--- src/rtl/alu_arbiter.sv ---
// Round-robin arbiter sharing one combinational ALU among NREQ requesters.
// One operation in flight: IDLE grant, EXEC on the ALU, RESP held until accepted.
module alu_arbiter #(
  parameter int NREQ = 2
) (
  input  logic              clk,
  input  logic              rst_n,
  input  logic [NREQ-1:0]   req_valid,
  output logic [NREQ-1:0]   req_ready,
  input  logic [NREQ*32-1:0] req_a,
  input  logic [NREQ*32-1:0] req_b,
  input  logic [NREQ*4-1:0] req_sel,
  output logic [31:0]       alu_a,
  output logic [31:0]       alu_b,
  output logic [3:0]        alu_sel,
  input  logic [31:0]       alu_f,
  input  logic              alu_overflow,
  output logic [NREQ-1:0]   rsp_valid,
  input  logic [NREQ-1:0]   rsp_ready,
  output logic [31:0]       rsp_f,
  output logic              rsp_overflow,
  output logic              rsp_err
);

  typedef enum logic [1:0] {
    IDLE,
    EXEC,
    RESP
  } state_t;

  state_t       state;
  state_t       state_d;
  logic [1:0]   ptr;
  logic [1:0]   g;
  logic [1:0]   gnt_idx;
  logic [1:0]   idx;
  logic         gnt_any;
  logic         take;
  logic         ack;
  logic         legal;
  logic [3:0]   vld4;
  logic [3:0]   rsp4;
  logic [3:0]   rdy4;
  logic [3:0]   rv4;
  logic [127:0] a4;
  logic [127:0] b4;
  logic [15:0]  s4;

  function automatic logic [1:0] wrap(input int v);
    return (v >= NREQ) ? 2'(v - NREQ) : 2'(v);
  endfunction

  // Pad per-requester buses to four slots so indexing by a 2-bit index is uniform
  assign vld4 = 4'(req_valid);
  assign rsp4 = 4'(rsp_ready);
  assign a4   = 128'(req_a);
  assign b4   = 128'(req_b);
  assign s4   = 16'(req_sel);

  always_comb begin
    gnt_any = 1'b0;
    gnt_idx = '0;
    idx     = '0;
    for (int k = 0; k < NREQ; k++) begin
      idx = wrap(int'(ptr) + k);
      if (!gnt_any && vld4[idx]) begin
        gnt_any = 1'b1;
        gnt_idx = idx;
      end
    end
  end

  assign take      = (state == IDLE) && gnt_any && rst_n;
  assign rdy4      = take ? (4'b0001 << gnt_idx) : 4'b0000;
  assign req_ready = rdy4[NREQ-1:0];

  assign ack       = rsp4[g];
  assign rv4       = (state == RESP) ? (4'b0001 << g) : 4'b0000;
  assign rsp_valid = rv4[NREQ-1:0];

  assign legal = (alu_sel != 4'd0) && (alu_sel <= 4'd8);

  always_comb begin
    state_d = state;
    unique case (state)
      IDLE:    if (take) state_d = EXEC;
      EXEC:    state_d = RESP;
      RESP:    if (ack) state_d = IDLE;
      default: state_d = IDLE;
    endcase
  end

  always_ff @(posedge clk or negedge rst_n) begin
    if (!rst_n) begin
      state <= IDLE;
    end else begin
      state <= state_d;
    end
  end

  always_ff @(posedge clk or negedge rst_n) begin
    if (!rst_n) begin
      ptr     <= '0;
      g       <= '0;
      alu_a   <= '0;
      alu_b   <= '0;
      alu_sel <= 4'd1;
    end else if (take) begin
      ptr     <= wrap(int'(gnt_idx) + 1);
      g       <= gnt_idx;
      alu_a   <= a4[{gnt_idx, 5'd0} +: 32];
      alu_b   <= b4[{gnt_idx, 5'd0} +: 32];
      alu_sel <= s4[{gnt_idx, 2'd0} +: 4];
    end
  end

  // The ALU leaves result and carry undefined outside codes 1..8 and 1
  always_ff @(posedge clk or negedge rst_n) begin
    if (!rst_n) begin
      rsp_f        <= '0;
      rsp_overflow <= 1'b0;
      rsp_err      <= 1'b0;
    end else if (state == EXEC) begin
      rsp_f        <= legal ? alu_f : 32'd0;
      rsp_overflow <= alu_overflow & (alu_sel == 4'd1);
      rsp_err      <= !legal;
    end
  end

endmodule

--- config.mk ---
export PLATFORM = sky130hd
export DESIGN_NAME = alu_arbiter
export DESIGN_NICKNAME = d
export VERILOG_FILES = /design/src/rtl/alu_arbiter.sv
export SDC_FILE = /design/constraint.sdc
export NUM_CORES = 1
export LEC_CHECK = 0
export CORE_MARGIN = 8
export CORE_UTILIZATION = 26
export DETAILED_ROUTE_END_ITERATION = 12
export GPL_TIMING_DRIVEN = 0
export PLACE_DENSITY_LB_ADDON = 0.08
export SYNTH_ARGS = -nofsm -noshare
export SYNTH_HDL_FRONTEND = slang
export SYNTH_SLANG_ARGS = --single-unit
--- constraint.sdc ---
create_clock -name clk -period 1.7 [get_ports clk]
set_input_delay 0.17 -clock clk [delete_from_list [all_inputs] [get_ports clk]]
set_output_delay 0.17 -clock clk [all_outputs]
set_load 0.01 [all_outputs]
==> impl_metrics.toml <==
[status]
status = "finished with violations"
violations = "negative setup slack"

[placement]
placed_cells = 1001
dpl.hpwl_mm = 15.0
port_buffers = 279
gp_congestion = 0.764

[logic_synthesis]
ys_ff_latch = 108
syn_inst = 487
synth_area_um2 = 4950
synth_cell_types = 27
syn-num-nets = 662
async_flop_share_pct = 100
yosys_warnings = 0
synth_edf_count = 0
syn_area_per_cell_um2 = 10.2
yosysSeqAreaShare_pct = 54.6
synthFlopType = "dfrtp_1"

[sta]
setup_tns_ns = -0.0169
fmax_mhz = 582
period_needed_ns = 1.72
period_share_pct = 101
fin_skew_ns = 0.00855
rsz0062_at_grt = "yes"
worst_pin_slew_ns = 0.539
fin_ws_ns = -0.0169
setup_viol = 1
drv_slew = 0
hold_viol_final = 0
maxSlewHeadroom_pct = 64.1

[layout]
area_delta_synth_final_pct = 83.2
layout.cells.non_filler = 1037
final_nets = 973
layout-drive-gt1-share_pct = 13.9
diodes = 0

[routing]
wl_per_cell_um = 19.6
num_vias = 4965
antenna_left = 0
met2WireLength_mm = 10.1
wl_mm = 20.4
drc = 0
route.met3.wl_mm = 1.58
dr.pass1.iters = 4
via_per_inst = 4.79
wl_met1_mm = 8.43
top_layer_used = "met5"
dr.first_iter.drc_count = 230

[clock_network]
cts_root_buffer = "clkbuf_16"
cts_inserted_buffers = 9
cts_max_level = 3
cts_tree = "built"
path_clk_slew_ns = 0.08
clock_sinks = 108
clk_path_buf_depth = 2
clock_latency_ns = 0.35

[floorplanning]
initial_core_util_pct = 26.5
dieArea_um2 = 23700
die-width_um = 154
die_height_um = 154
num_rows = 50
coreArea_um2 = 18700
ioPinCount = 281

[critical_path]
timing.rr.start = "state[0]"
required_ns = 1.53
rrSetupSlack_ns = 0.01
worst_setup_path_end_kind = "output pin"
critPathKind = "flip-flop to output pin"
cp.depth = 7
worstReg2RegEnd = "alu_b[27]"
cp_max_fo = 3
worstSetupStartpointType = "flip-flop"
crit_chain = "nor3b_2 -> buf_4 -> buf_6 -> buf_6 -> nand3_4 -> inv_2 -> buf_6"
cp.arrival_ns = 1.55
crit_path_end = "req_ready[1]"
cp_slowest_cell = "dfrtp_1"
reg2regPathDepth = 8
path_delay_family = "buffers and inverters"
cp_common_cell = "buf_6"
startpoint = "state[0]"
worst_path_largest_cell_delay_ns = 0.41
crit_buf_inv = 5

[global_route]
grt_pass1_vias = 5260
antenna_found_initial = 1
grt_usage_pct = 16.5
grt_remaining_overflow = 0
grt_max_degree = 69
grt_pass1_wl_mm = 30.8

[min_path]
worst_hold_path_type = "input pin to flip-flop"

[power_and_ir_drop]
clockPowerShare_pct = 16.5
power_w = 0.0134
p_comb_share_pct = 51.1
vdd_drop_max_uv = 611
net-switching-power_w = 0.00469
sequentialPowerShare_pct = 32.4
powerDensity_nw_per_um2 = 1480
leakagePower_nw = 3.99
switching_share_pct = 35.0
p_int_w = 0.00872

[run]
maxCapViolations = 0
## what timing repair did
item	4_1_cts	5_1_grt
endpoints found under the setup margin	48	71
gates resized for setup	46	55
buffers inserted	7	4
hold endpoints to repair	40	0
hold buffers	2	0
pin swaps	1	1
gates cloned	1	8
## worst min path at each step
stage | slack (ns) | to | cells after the start | from
2_1_floorplan | -0.13 | alu_a[0] | 0 | rst_n
3_3_place_gp | 0.47 | rsp_overflow | 2 | rsp_overflow
3_5_place_dp | 0.12 | rsp_f[9] | 1 | rst_n
4_1_cts | 0.38 | alu_sel[0] | 3 | req_sel[0]
5_1_grt | 0.40 | alu_sel[0] | 3 | req_sel[0]
6_report | 0.38 | alu_sel[0] | 3 | req_sel[0]
## tightest hold or removal path: cells and delay by family
kind,cells,cell delay [ns]
buffers and inverters,2,0.47
AOI/OAI and AO/OA,1,0.10
## logic make-up after synthesis
| family | count (synthesis) | synth area share (%) |
|---|---|---|
| AOI/OAI and AO/OA | 109 | 18.9 |
| and+or+nand+nor | 84 | 10.8 |
| DFF | 108 | 54.6 |
| muxes | 1 | 0.202 |
| buffers and inverters | 185 | 15.5 |
## final cells by class
class,count,area (um2)
Fill cell,1719,9630
Timing Repair Buffer,302,3160
Sequential cell,108,2700
Multi-Input combinational cell,194,1730
Inverter,139,527
Buffer,44,352
Tap cell,234,293
Clock buffer,9,225
Clock inverter,7,81.3
## per-layer routing
metal / GRT usage [%] / vias up
li1: - / 2347
met1: 19.8 / 2406
met2: 28.1 / 188
met3: 5.47 / 22
met4: 4.11 / 2
met5: 0 / -
## synthesized netlist by cell type (all sizes together), types with 2 or more instances
master | count | area share [%]
a22o | 32 | 5.7
buf | 25 | 3.4
clkbuf | 21 | 1.6
dfrtp | 107 | 54
inv | 139 | 11
nand2 | 2 | 0.15
nand2b | 2 | 0.25
nand3 | 2 | 0.30
nand4 | 69 | 8.7
nor2b | 3 | 0.38
nor3b | 2 | 0.30
o21a | 3 | 0.45
o21ai | 3 | 0.30
o221ai | 68 | 12
## power by group through the flow
stage               sequential, W  combinational (W)  clock (W)
global placement          0.00434            0.00600          0
detailed placement        0.00438            0.00606          0
finish                    0.00435            0.00685    0.00221
global route              0.00451            0.00737    0.00239
CTS                       0.00435            0.00634    0.00231
floorplan                 0.00485            0.00204          0
## state kept, by name (all words and copies together), names as in the netlist
register and cells:
rsp_overflow 1, alu_b 32, rsp_f 32, g 2, state 2, ptr 2
alu_sel 4, alu_a 32, rsp_err 1
## layout by cell type (no fill, tap or decap), types with 14 or more instances in the layout
master / synthesis / routed
clkdlybuf4s50_1: 0 / 274
a22o_1: 32 / 32
o221ai_2: 0 / 34
nand4_1: 69 / 69
inv_1: 139 / 137
clkbuf_16: 0 / 18
dfrtp_1: 107 / 107
clkbuf_1: 21 / 15
buf_4: 9 / 14
o221ai_1: 68 / 34
## through the flow
stage,worst slack (ns),hold slack (ns),cell area [um2],util (%)
floorplan,0.273,-0.126,4950,-
global placement,-4.85,0.466,8040,43.0
detailed placement,-0.791,0.123,8070,43.1
CTS,-0.0191,0.381,8600,46.0
global route,-0.0991,0.401,9070,48.5
finish,-0.0169,0.385,9070,48.5
Power figures use the tool's default switching activity.
